$ cat src/rtl/dmem_if_pkg.sv
// Shared encodings for the data-memory access controller: size codes,
// FSM state encoding and byte-lane index widths.
package dmem_if_pkg;

    localparam logic [1:0] SZ_B = 2'b00;
    localparam logic [1:0] SZ_H = 2'b01;
    localparam logic [1:0] SZ_W = 2'b10;

    localparam int LANE_W = 2;
    localparam int HALF_W = 1;

    typedef enum logic [1:0] {
        IDLE = 2'd0,
        RD   = 2'd1,
        WR   = 2'd2,
        RESP = 2'd3
    } state_t;

endpackage

$ cat src/rtl/mem_lane_align.sv
// Combinational byte-lane steering: merges sub-word store data into a read
// word, and extracts/extends sub-word load data from a memory word.
module mem_lane_align
    import dmem_if_pkg::*;
(
    input  logic [31:0]       st_word,
    input  logic [15:0]       wdata,
    input  logic [31:0]       ld_word,
    input  logic [1:0]        size,
    input  logic [LANE_W-1:0] lane,
    input  logic              is_unsigned,
    output logic [31:0]       merged,
    output logic [31:0]       ld_data
);

    logic [7:0]  ld_byte;
    logic [15:0] ld_half;

    always_comb begin
        merged = st_word;
        case (size)
            SZ_B:    merged[{lane, 3'b000} +: 8] = wdata[7:0];
            SZ_H:    merged[{lane[1], 4'b0000} +: 16] = wdata;
            default: merged = st_word;
        endcase
    end

    always_comb begin
        ld_byte = ld_word[{lane, 3'b000} +: 8];
        ld_half = ld_word[{lane[1], 4'b0000} +: 16];
        case (size)
            SZ_B:    ld_data = {{24{~is_unsigned & ld_byte[7]}}, ld_byte};
            SZ_H:    ld_data = {{16{~is_unsigned & ld_half[15]}}, ld_half};
            default: ld_data = ld_word;
        endcase
    end

endmodule

$ cat src/rtl/dmem_access_ctrl.sv
// Initiator-side data-memory controller: load/store requests in, word-aligned
// memory port out, read-modify-write for sub-word stores, one-cycle response.
module dmem_access_ctrl
    import dmem_if_pkg::*;
#(
    parameter int ADDR_W       = 32,
    parameter bit STRICT_ALIGN = 1'b1
) (
    input  logic              clk,
    input  logic              rst_n,
    input  logic              req_valid,
    output logic              req_ready,
    input  logic              req_we,
    input  logic [1:0]        req_size,
    input  logic              req_unsigned,
    input  logic [ADDR_W-1:0] req_addr,
    input  logic [31:0]       req_wdata,
    output logic              rsp_valid,
    output logic [31:0]       rsp_rdata,
    output logic              rsp_err,
    output logic [ADDR_W-1:0] mem_adr,
    output logic [31:0]       mem_d_in,
    output logic              mem_mrd,
    output logic              mem_mwr,
    input  logic [31:0]       mem_d_out
);

    state_t            state, state_nxt;
    logic [ADDR_W-1:0] addr;
    logic [31:0]       wdata;
    logic [1:0]        size;
    logic              we;
    logic              uns;
    logic [31:0]       cap_word;

    logic              accept;
    logic [1:0]        size_in;
    logic              misaligned;
    logic [ADDR_W-1:0] addr_in;
    logic [31:0]       merged;
    logic [31:0]       ld_data;

    assign accept  = req_valid && req_ready;
    assign size_in = (req_size == 2'b11) ? SZ_W : req_size;
    assign misaligned = ((size_in == SZ_H) && req_addr[0]) ||
                        ((size_in == SZ_W) && (req_addr[1:0] != 2'b00));

    // With relaxed alignment the offending low bits are dropped at latch time,
    // so the lane logic downstream always sees a size-aligned address.
    always_comb begin
        addr_in = req_addr;
        if (!STRICT_ALIGN) begin
            if (size_in == SZ_H) addr_in[0] = 1'b0;
            if (size_in == SZ_W) addr_in[1:0] = 2'b00;
        end
    end

    always_comb begin
        state_nxt = state;
        case (state)
            IDLE: begin
                if (accept) begin
                    if (misaligned && STRICT_ALIGN)       state_nxt = RESP;
                    else if (!req_we || size_in != SZ_W) state_nxt = RD;
                    else                                 state_nxt = WR;
                end
            end
            RD:      state_nxt = we ? WR : RESP;
            WR:      state_nxt = RESP;
            RESP:    state_nxt = IDLE;
            default: state_nxt = IDLE;
        endcase
    end

    always_ff @(posedge clk or negedge rst_n) begin
        if (!rst_n) begin
            state     <= IDLE;
            addr      <= '0;
            wdata     <= '0;
            size      <= '0;
            we        <= 1'b0;
            uns       <= 1'b0;
            cap_word  <= '0;
            rsp_rdata <= '0;
            rsp_err   <= 1'b0;
        end else begin
            state <= state_nxt;
            case (state)
                IDLE: begin
                    if (accept) begin
                        addr  <= addr_in;
                        wdata <= req_wdata;
                        size  <= size_in;
                        we    <= req_we;
                        uns   <= req_unsigned;
                        if (misaligned && STRICT_ALIGN) begin
                            rsp_rdata <= '0;
                            rsp_err   <= 1'b1;
                        end
                    end
                end
                RD: begin
                    cap_word <= mem_d_out;
                    if (!we) begin
                        rsp_rdata <= ld_data;
                        rsp_err   <= 1'b0;
                    end
                end
                WR: begin
                    rsp_rdata <= '0;
                    rsp_err   <= 1'b0;
                end
                default: ;
            endcase
        end
    end

    mem_lane_align u_align (
        .st_word     (cap_word),
        .wdata       (wdata[15:0]),
        .ld_word     (mem_d_out),
        .size        (size),
        .lane        (addr[LANE_W-1:0]),
        .is_unsigned (uns),
        .merged      (merged),
        .ld_data     (ld_data)
    );

    assign req_ready = (state == IDLE);
    assign rsp_valid = (state == RESP);
    assign mem_mrd   = (state == RD);
    assign mem_mwr   = (state == WR);
    assign mem_adr   = (mem_mrd || mem_mwr) ? {addr[ADDR_W-1:2], 2'b00} : '0;
    assign mem_d_in  = mem_mwr ? ((size == SZ_W) ? wdata : merged) : 32'h0;

endmodule

$ cat config.mk
export PLATFORM = sky130hd
export DESIGN_NAME = dmem_access_ctrl
export DESIGN_NICKNAME = d
export VERILOG_FILES = /design/src/rtl/dmem_if_pkg.sv /design/src/rtl/mem_lane_align.sv /design/src/rtl/dmem_access_ctrl.sv
export SDC_FILE = /design/constraint.sdc
export NUM_CORES = 1
export LEC_CHECK = 0
export CAP_MARGIN = 30
export CORE_MARGIN = 2
export CORE_UTILIZATION = 50
export CTS_CLUSTER_DIAMETER = 50
export CTS_CLUSTER_SIZE = 20
export DETAILED_ROUTE_END_ITERATION = 7
export PLACE_DENSITY = 0.84
export SLEW_MARGIN = 20
export SYNTH_ARGS = -nofsm -noshare
export SYNTH_HDL_FRONTEND = slang
export SYNTH_SLANG_ARGS = --single-unit
$ cat constraint.sdc
create_clock -name clk -period 6.4 [get_ports clk]
set_input_delay 1.92 -clock clk [delete_from_list [all_inputs] [get_ports clk]]
set_output_delay 1.92 -clock clk [all_outputs]
set_load 0.005 [all_outputs]
==> impl_metrics.py, run 1 <==
metrics = {
    "clock_network": {
        "ctsHoldBuffers": 0,
        "cts_made_buffers": 17,
        "clock_tree.buffer_depth": 2,
        "clk_root_buf": "sky130_fd_sc_hd__clkbuf_16",
        "cts_htree_levels": 4,
        "tritoncts": "built",
        "clock_sinks": 135,
        "cts.clk_slew.worst_paths_ps": 60,
        "post-cts-setup-buffers": 0,
        "clk_latency_ps": 420,
        "post_cts.resized_instances": 0,
    },
    "power": {
        "power_density_cells_nw_per_um2": 558,
        "ir_worst_vdd_uv": 332,
        "power_leakage_nw": 4.15,
    },
    "place": {
        "io_buffer_count": 201,
        "detailedPlace.worstSlack_ps": 1750,
        "place.gp.congestion": 0.960,
        "dp.final_hpwl_um": 15200,
    },
    "floorplan": {
        "fp.dieH_um": 124,
        "core_region_area_um2": 14000,
        "number_of_cell_rows": 43,
        "start_util": 0.516,
        "fp.dieArea_um2": 15500,
        "die_width_um": 124,
        "number_of_top_level_design_ports": 204,
    },
    "sta": {
        "fin_hold_ws_ps": 496,
        "clock-skew-final_ps": 12.8,
        "finalCritPeriodShare": 0.811,
        "setup_slack_ps": 1210,
        "maxSlewViolCount": 0,
        "setup-violations-final": 0,
        "finalCriticalPeriod_ps": 5190,
        "timing.max_slew.rel_slack": 0.381,
        "rsz0062_at_grt": "no",
        "fmax_mhz": 193,
        "timing.final.hold_violations": 0,
        "timing_worst_slew_pin_value_ps": 926,
        "finalSetupTns_ps": 0,
    },
    "setup_path": {
        "crit_path_max_incr_delay_ps": 660,
        "cp_top_family": "simple AND/OR/NAND/NOR gates",
        "worst-path-stages": 7,
        "timing.critical_path.to_type": "output port",
        "critical-path-slowest-cell": "sky130_fd_sc_hd__nor4_1",
        "timing.critical_path.arrival_ps": 3270,
        "cp_max_fo": 15,
        "critical_path.cell_chain": "inv_2, ha_1, nand2_1, nor4_1, a21oi_1, o22ai_1, clkdlybuf4s50_1",
        "crit_buf_inv": 2,
        "critical_path.startpoint_type": "flip-flop",
        "r2r.worst_path.cells": 7,
        "setup.worst_path.class": "flip-flop to output port",
        "critical_path_required_ps": 4480,
    },
    "final_layout": {
        "finish.net_count": 956,
        "utilization": 0.708,
        "layout.area.seq_um2": 3380,
        "multi_input_area_um2": 3580,
        "nFillCells": 987,
        "n_antenna_cell": 0,
        "area_growth_syn_to_layout_pct": 37.2,
        "drive_gt1_frac": 0.190,
    },
    "yosys": {
        "post_synthesis_cell_area_um2": 7250,
        "synth_top_area_cell": "sky130_fd_sc_hd__dfrtp_1",
        "synth_top_cells_by_area": "sky130_fd_sc_hd__dfrtp_1, sky130_fd_sc_hd__mux2_2, sky130_fd_sc_hd__and2_1",
        "yosys_warnings": 0,
        "syn_inst": 665,
        "synth.lib_cells_used.distinct": 45,
        "synth_sequential_area_ratio": 0.466,
        "synth_edf_count": 0,
        "postSynthRegisterBits": 135,
        "yosys.area.top_type_share": 0.466,
        "synth_ff_type": "sky130_fd_sc_hd__dfrtp_1",
        "post-synth-top-count-cell": "sky130_fd_sc_hd__dfrtp_1",
        "netlist_top_cells_count": "sky130_fd_sc_hd__dfrtp_1, sky130_fd_sc_hd__mux2_2, sky130_fd_sc_hd__a21oi_1, sky130_fd_sc_hd__and2_1, sky130_fd_sc_hd__nor2_1",
        "syn_area_per_cell_um2": 10.9,
        "async_flop_share": 1.00,
    },
    "hold_path": {
        "hold_path.class": "flip-flop to flip-flop",
        "worstHoldPathCells": 1,
    },
    "detailed_routing": {
        "vias_per_cell": 6.05,
        "final_wirelength_um": 21000,
        "drt_drc_violations_left": 0,
        "antenna_violating_nets_post_route": 0,
        "dr.pass1.iters": 8,
        "vias": 6267,
        "wire_per_inst_um": 20.3,
        "dr.first_iter.drc_count": 613,
    },
    "global_routing": {
        "met2_layer_usage_reported_by_global_route": 0.431,
        "grt_antenna_before_repair": 0,
        "grt_util_all_layers": 0.270,
        "grt_start_max_net_pins": 79,
        "groute.layer.met3.usage": 0.0777,
        "global_route_wire_length_before_repair_um": 33400,
        "top_usage_layer": "met2",
        "use_met1": 0.359,
        "grt-ovfl-total": 0,
        "number_of_global_route_vias_before_repair": 6159,
    },
    "job": {
        "drv_cap": 0,
    },
    "status": {
        "status": "finished clean",
    },
}
-- registers in the layout, summed over array words and instances, names as in the netlist --
| register | flops |
|---|---|
| cap_word | 32 |
| addr | 32 |
| we | 1 |
| uns | 1 |
| state | 2 |
| rsp_err | 1 |
| rsp_rdata | 32 |
| wdata | 32 |
| size | 2 |
-- worst paths after layout --
path / from / end / slack (ps)
max reg2reg: state[1] / rsp_rdata[31] / 3800
min reg2reg: rsp_rdata[2] / rsp_rdata[2] / 500
max in group asynchronous: rst_n / wdata[15] / 3630
max: addr[0] / mem_d_in[23] / 1210
min in group asynchronous: rst_n / rsp_rdata[25] / 1530
min: rsp_rdata[2] / rsp_rdata[2] / 500
-- stage by stage --
step / total power, mW / area, um2 / std cells
after global placement: 4.37 / 9320 / 1004
after CTS: 5.53 / 9940 / 1036
after detailed placement: 4.49 / 9330 / 1005
after floorplan: 3.24 / 7250 / 666
final: 5.54 / 9940 / 1036
after global routing: 5.87 / 9940 / 1036
-- layout make-up --
| class | count | area share |
|---|---|---|
| multi-input cells | 466 | 0.360 |
| well taps | 180 | 0.0227 |
| flip-flops and latches | 135 | 0.340 |
| repair buffers | 211 | 0.210 |
| clock inverters | 10 | 0.0143 |
| inverters | 13 | 0.00491 |
| clock buffers | 21 | 0.0473 |
-- cells in the final DEF (no fill, tap or decap), types with 10 or more instances in the layout --
cell type,instances
sky130_fd_sc_hd__a22o_1,12
sky130_fd_sc_hd__o21ai_0,28
sky130_fd_sc_hd__clkbuf_16,17
sky130_fd_sc_hd__mux2_2,107
sky130_fd_sc_hd__nand2_1,23
sky130_fd_sc_hd__clkdlybuf4s50_1,200
sky130_fd_sc_hd__o211a_1,10
sky130_fd_sc_hd__a221o_1,16
sky130_fd_sc_hd__a22oi_1,14
sky130_fd_sc_hd__inv_1,10
sky130_fd_sc_hd__nor2b_1,19
sky130_fd_sc_hd__o22ai_1,15
sky130_fd_sc_hd__nor2_1,31
sky130_fd_sc_hd__a32o_1,14
sky130_fd_sc_hd__nor3_1,12
sky130_fd_sc_hd__mux2i_1,12
sky130_fd_sc_hd__nand2b_1,20
sky130_fd_sc_hd__and2_1,32
sky130_fd_sc_hd__dfrtp_1,135
sky130_fd_sc_hd__a21oi_1,32
-- where the power goes --
| group | total, mW | internal, mW | leakage [nW] | switching [mW] |
|---|---|---|---|---|
| clock network | 1.02 | 0.644 | 0.300 | 0.373 |
| registers | 1.66 | 1.28 | 1.66 | 0.381 |
| logic | 2.87 | 1.56 | 2.19 | 1.31 |
| total | 5.54 | 3.48 | 4.15 | 2.06 |
-- routing by layer --
metal / wire length (um) / vias up
met1: 8690 / 3045
met5: 0 / -
met4: 339 / 0
met2: 9880 / 360
li1: - / 2823
met3: 2080 / 39
-- worst register-to-register path, delay by kind of cell (launching register included) --
| kind | cells | cell delay [ps] |
|---|---|---|
| AND/OR/NAND/NOR | 1 | 690 |
| adder cells (fa/ha/maj) | 1 | 170 |
| buffers and inverters | 3 | 580 |
| AO/OA/AOI/OAI | 2 | 680 |
| flip-flops | 1 | 410 |
-- cell families (layout without fill, tap and decap cells) --
logic type      count (synthesis)  after routing  synth area share
fa+ha+maj                       9              9            0.0155
mux                           120            120             0.185
buf+inv                        65            255            0.0402
compound gates                171            171             0.170
other cells                     1              2          0.000517
flops                         135            135             0.466
simple gates                  164            164             0.122
No activity file was read; power rests on OpenSTA's default activity.
==> run 2: changes to the inputs <==
--- a/config.mk
+++ b/config.mk
@@ -7,11 +7,11 @@
 export LEC_CHECK = 0
 export CAP_MARGIN = 30
 export CORE_MARGIN = 2
-export CORE_UTILIZATION = 50
+export CORE_UTILIZATION = 49
 export CTS_CLUSTER_DIAMETER = 50
 export CTS_CLUSTER_SIZE = 20
 export DETAILED_ROUTE_END_ITERATION = 7
-export PLACE_DENSITY = 0.84
+export PLACE_DENSITY = 0.83
 export SLEW_MARGIN = 20
 export SYNTH_ARGS = -nofsm -noshare
 export SYNTH_HDL_FRONTEND = slang
==> constraint.sdc (replaced) <==
create_clock -name clk -period 5 [get_ports clk]
set_input_delay 1.5 -clock clk [delete_from_list [all_inputs] [get_ports clk]]
set_output_delay 1.5 -clock clk [all_outputs]
set_load 0.005 [all_outputs]
==> run 2 against run 1 <==
  * Sequential cell count is the same
  * Sequential power grew 28%
  * Core utilization shrank 2.1 points
  * Wire length grew 3.0%
==> impl_metrics.py, run 2 (synthesis results as in run 1) <==
metrics = {
    "place": {
        "post_dp_area_um2": 9370,
        "placedCellCount": 1012,
        "dp.final_hpwl_um": 15900,
        "place.gp.congestion": 0.991,
        "detailedPlace.worstSlack_ps": 659,
        "io_buffer_count": 201,
    },
    "final_layout": {
        "utilization": 0.687,
        "leading_cell_type_in_the_layout_fill_and_taps_excluded": "sky130_fd_sc_hd__clkdlybuf4s50_1",
        "n_antenna_cell": 0,
        "finalInstanceArea_um2": 9950,
        "final-instance-count-excl-fill": 1045,
        "drive_gt1_frac": 0.195,
        "final_cell_mix": "sky130_fd_sc_hd__clkdlybuf4s50_1, sky130_fd_sc_hd__dfrtp_1, sky130_fd_sc_hd__mux2_2",
        "finish.net_count": 961,
        "area_growth_syn_to_layout_pct": 37.3,
    },
    "clock_network": {
        "cts.clk_slew.worst_paths_ps": 60,
        "cts_htree_levels": 4,
        "clk_root_buf": "sky130_fd_sc_hd__clkbuf_16",
        "cts_made_buffers": 17,
        "ctsHoldBuffers": 0,
        "clock_tree.buffer_depth": 2,
        "clock_sinks": 135,
        "post_cts.resized_instances": 0,
        "post-cts-setup-buffers": 0,
        "tritoncts": "built",
        "clk_latency_ps": 430,
    },
    "power": {
        "power.share.clock": 0.172,
        "share_comb_of_total_power": 0.526,
        "seq_power_share": 0.302,
        "netSwitchingPower_mw": 2.70,
        "ir_worst_vdd_uv": 411,
        "power_density_cells_nw_per_um2": 709,
        "p_int_mw": 4.36,
        "switching_share": 0.383,
        "fin_total_pwr_mw": 7.06,
        "power_leakage_nw": 4.15,
    },
    "status": {
        "status": "finished clean",
    },
    "sta": {
        "timing.max_slew.rel_slack": 0.311,
        "maxSlewViolCount": 0,
        "fin_hold_ws_ps": 496,
        "setup_slack_ps": 317,
        "rsz0062_at_grt": "no",
        "setup-violations-final": 0,
        "finalSetupTns_ps": 0,
        "finalCriticalPeriod_ps": 4680,
        "finalCritPeriodShare": 0.937,
        "fmax_mhz": 214,
        "timing.final.hold_violations": 0,
        "timing_worst_slew_pin_value_ps": 1020,
        "clock-skew-final_ps": 7.28,
    },
    "floorplan": {
        "die_width_um": 126,
        "fp.dieArea_um2": 15800,
        "core_region_area_um2": 14500,
        "number_of_cell_rows": 44,
        "number_of_top_level_design_ports": 204,
        "start_util": 0.501,
        "fp.dieH_um": 126,
    },
    "setup_path": {
        "timing.critical_path.arrival_ps": 3180,
        "critical_path.cell_chain": "inv_2, ha_1, o21ai_0, o31ai_1, nor2_1, clkdlybuf4s50_1",
        "timing.critical_path.to_type": "output port",
        "crit_path_max_incr_delay_ps": 840,
        "critical-path-slowest-cell": "sky130_fd_sc_hd__o31ai_1",
        "critical_path.startpoint_type": "flip-flop",
        "critical_path_required_ps": 3500,
        "cp_max_fo": 15,
        "r2r.worst_path.cells": 7,
        "setup.worst_path.class": "flip-flop to output port",
    },
    "detailed_routing": {
        "drt_drc_violations_left": 0,
        "final_wirelength_um": 21600,
        "dr.pass1.iters": 6,
        "vias": 6323,
        "wire_per_inst_um": 20.7,
        "antenna_violating_nets_post_route": 0,
        "dr.first_iter.drc_count": 821,
        "vias_per_cell": 6.05,
    },
    "global_routing": {
        "grt_antenna_before_repair": 1,
        "number_of_global_route_vias_before_repair": 6435,
        "grt_start_max_net_pins": 67,
        "grt_util_all_layers": 0.276,
        "global_route_wire_length_before_repair_um": 34400,
        "grt-ovfl-total": 0,
    },
    "hold_path": {
        "worstHoldPathCells": 1,
        "hold_path.class": "flip-flop to flip-flop",
    },
    "job": {
        "drv_cap": 0,
    },
}
==> run 2: cell count changes in the layout (fill, tap and decap cells not counted), sizes merged <==
cell,delta
clkinv,-1
clkinvlp,+1
buf,+3
clkbuf,+1
bufinv,-2
inv,+3
==> run 2: worst max-delay path, delay by kind of cell (launching register included) <==
kind,cells,cell delay (ps)
buf+inv,2,640
flops,1,600
compound gates,2,960
simple gates,1,120
fa+ha+maj,1,440
==> run 2: path summary, 6_finish.rpt <==
kind / end / slack (ps) / from
setup / recovery: mem_d_in[2] / 320 / addr[0]
hold / removal: rsp_rdata[1] / 500 / rsp_rdata[1]
setup reg to reg: rsp_rdata[30] / 2270 / state[1]
hold reg to reg: rsp_rdata[1] / 500 / rsp_rdata[1]
max in group asynchronous: addr[1] / 3290 / rst_n
min in group asynchronous: rsp_rdata[27] / 1010 / rst_n
==> run 2: cell type report <==
class                      instances  area (um2)
inverter                          13        48.8
clock buffer                      20         457
tap                              184         230
fill                            1049        4530
clock inverter                    11         111
timing repair buffer             216        2140
multi-input combinational        466        3580
sequential                       135        3380
==> run 2: power groups by stage <==
stage	Combinational (mW)	Clock, mW	Sequential [mW]
2_1_floorplan	2.24	0	1.91
3_3_place_gp	3.53	0	2.08
3_5_place_dp	3.66	0	2.11
4_1_cts	3.69	1.22	2.10
5_1_grt	4.00	1.27	2.18
6_report	3.71	1.21	2.13
==> run 2: per-layer routing <==
layer | part of all wire | up-vias | wire, um | global-route usage
met5 | 0 | - | 0 | 0
met4 | 0.032 | 0 | 692 | 0.0974
met3 | 0.10 | 77 | 2190 | 0.0884
met2 | 0.46 | 407 | 10000 | 0.438
met1 | 0.40 | 3021 | 8700 | 0.358
li1 | - | 2818 | - | -
==> run 3: changes to the inputs <==
--- a/config.mk
+++ b/config.mk
@@ -6,7 +6,7 @@
 export NUM_CORES = 1
 export LEC_CHECK = 0
 export CAP_MARGIN = 30
-export CORE_MARGIN = 2
+export CORE_MARGIN = 10
 export CORE_UTILIZATION = 49
 export CTS_CLUSTER_DIAMETER = 50
 export CTS_CLUSTER_SIZE = 20
==> run 3 against run 2 <==
  * First-iteration DRC count down 19%
  * Final cell count up 0.19%
  * Hold slack worse by 3.4 ps
  * Worst setup slack worse by 93 ps
  * Global-route usage down 3.8 points
  * Sequential power about the same
  * Power up 2.9%
  * Count of clock-buffer cells in the layout down 1
  * Critical endpoint is now mem_d_in[28]
  * Largest cell class unchanged
==> impl_metrics.py, run 3 (synthesis results as in run 1) <==
metrics = {
    "clock_network": {
        "post_cts.resized_instances": 0,
        "cts_htree_levels": 4,
        "post-cts-setup-buffers": 0,
        "cts.clk_slew.worst_paths_ps": 60,
        "clock_tree.buffer_depth": 2,
        "tritoncts": "built",
        "cts_made_buffers": 17,
        "ctsHoldBuffers": 0,
        "clk_latency_ps": 430,
        "clock_sinks": 135,
        "clk_root_buf": "sky130_fd_sc_hd__clkbuf_16",
    },
    "sta": {
        "rsz0062_at_grt": "no",
        "clock-skew-final_ps": 5.45,
        "timing_worst_slew_pin_value_ps": 910,
        "timing.final.hold_violations": 0,
        "finalCritPeriodShare": 0.955,
        "finalCriticalPeriod_ps": 4780,
        "setup_slack_ps": 223,
        "setup-violations-final": 0,
        "timing.max_slew.rel_slack": 0.394,
        "finalSetupTns_ps": 0,
        "fmax_mhz": 209,
        "fin_hold_ws_ps": 493,
        "maxSlewViolCount": 0,
    },
    "power": {
        "fin_total_pwr_mw": 7.26,
        "seq_power_share": 0.297,
        "p_int_mw": 4.47,
        "netSwitchingPower_mw": 2.79,
        "power_leakage_nw": 4.19,
        "share_comb_of_total_power": 0.521,
        "power_density_cells_nw_per_um2": 724,
        "ir_worst_vdd_uv": 445,
        "switching_share": 0.384,
        "power.share.clock": 0.181,
    },
    "floorplan": {
        "number_of_cell_rows": 44,
        "fp.dieArea_um2": 20100,
        "start_util": 0.499,
        "fp.dieH_um": 142,
        "core_region_area_um2": 14500,
        "die_width_um": 142,
        "number_of_top_level_design_ports": 204,
    },
    "final_layout": {
        "layout.area.seq_um2": 3380,
        "n_antenna_cell": 0,
        "finalInstanceArea_um2": 10000,
        "utilization": 0.690,
        "drive_gt1_frac": 0.199,
        "multi_input_area_um2": 3590,
        "final_cell_mix": "sky130_fd_sc_hd__clkdlybuf4s50_1, sky130_fd_sc_hd__dfrtp_1, sky130_fd_sc_hd__mux2_2",
        "final-instance-count-excl-fill": 1047,
        "nFillCells": 1080,
        "leading_cell_type_in_the_layout_fill_and_taps_excluded": "sky130_fd_sc_hd__clkdlybuf4s50_1",
        "area_growth_syn_to_layout_pct": 38.4,
        "finish.net_count": 962,
    },
    "global_routing": {
        "grt_antenna_before_repair": 0,
        "grt_start_max_net_pins": 102,
        "global_route_wire_length_before_repair_um": 37400,
        "number_of_global_route_vias_before_repair": 6493,
        "grt_util_all_layers": 0.238,
        "grt-ovfl-total": 0,
    },
    "hold_path": {
        "hold_path.class": "flip-flop to flip-flop",
    },
    "setup_path": {
        "critical_path_required_ps": 3500,
        "critical_path.startpoint_type": "flip-flop",
        "timing.critical_path.to_type": "output port",
        "setup.reg_to_reg.worst_slack_ps": 2200,
        "cp_max_fo": 15,
        "timing.critical_path.arrival_ps": 3280,
        "setup.worst_path.class": "flip-flop to output port",
    },
    "place": {
        "post_dp_area_um2": 9370,
        "place.gp.congestion": 0.963,
        "io_buffer_count": 201,
        "detailedPlace.worstSlack_ps": 650,
        "placedCellCount": 1013,
        "dp.final_hpwl_um": 18300,
    },
    "detailed_routing": {
        "drt_drc_violations_left": 0,
        "dr.first_iter.drc_count": 667,
        "dr.pass1.iters": 6,
        "wire_per_inst_um": 23.4,
        "final_wirelength_um": 24500,
        "antenna_violating_nets_post_route": 0,
        "vias": 6321,
        "vias_per_cell": 6.04,
    },
    "job": {
        "drv_cap": 0,
    },
    "status": {
        "status": "finished clean",
    },
}
[run 3: final cells by class]
class / instances / share of cell area
well taps: 184 / 0.0229
inverters: 13 / 0.00486
clock buffers: 19 / 0.0451
multi-input cells: 466 / 0.358
repair buffers: 217 / 0.216
clock inverters: 13 / 0.0167
flip-flops and latches: 135 / 0.337
[run 3: final timing paths]
path | startpoint | end | cells after the start
worst max register to register | state[1] | rsp_rdata[18] | 7
worst min register to register | rsp_rdata[3] | rsp_rdata[3] | 1
worst min-delay path | rsp_rdata[3] | rsp_rdata[3] | 1
worst max-delay path | addr[0] | mem_d_in[28] | 7
max in group asynchronous | rst_n | addr[26] | 3
min in group asynchronous | rst_n | rsp_rdata[21] | 1
[run 3: critical path, cell delays in order (launching register included)]
cell                              delay [ps]
sky130_fd_sc_hd__dfrtp_1                 630
sky130_fd_sc_hd__inv_2                   140
sky130_fd_sc_hd__ha_1                    440
sky130_fd_sc_hd__nor2b_1                 340
sky130_fd_sc_hd__nand3_1                 230
sky130_fd_sc_hd__o221ai_1                320
sky130_fd_sc_hd__o211a_1                 210
sky130_fd_sc_hd__clkdlybuf4s50_1         530
[run 3: metal layers]
metal,vias up,track usage,share of wire
met4,0,0.0732,0.018
li1,2824,-,-
met2,357,0.376,0.47
met3,38,0.0834,0.11
met1,3102,0.299,0.41
met5,-,0,0
[run 3: power groups by stage]
| stage | sequential, mW | clock [mW] | combinational [mW] |
|---|---|---|---|
| global route | 2.21 | 1.38 | 4.09 |
| global placement | 2.12 | 0 | 3.65 |
| finish | 2.16 | 1.32 | 3.78 |
| floorplan | 1.91 | 0 | 2.24 |
| detailed placement | 2.15 | 0 | 3.73 |
| CTS | 2.14 | 1.33 | 3.77 |
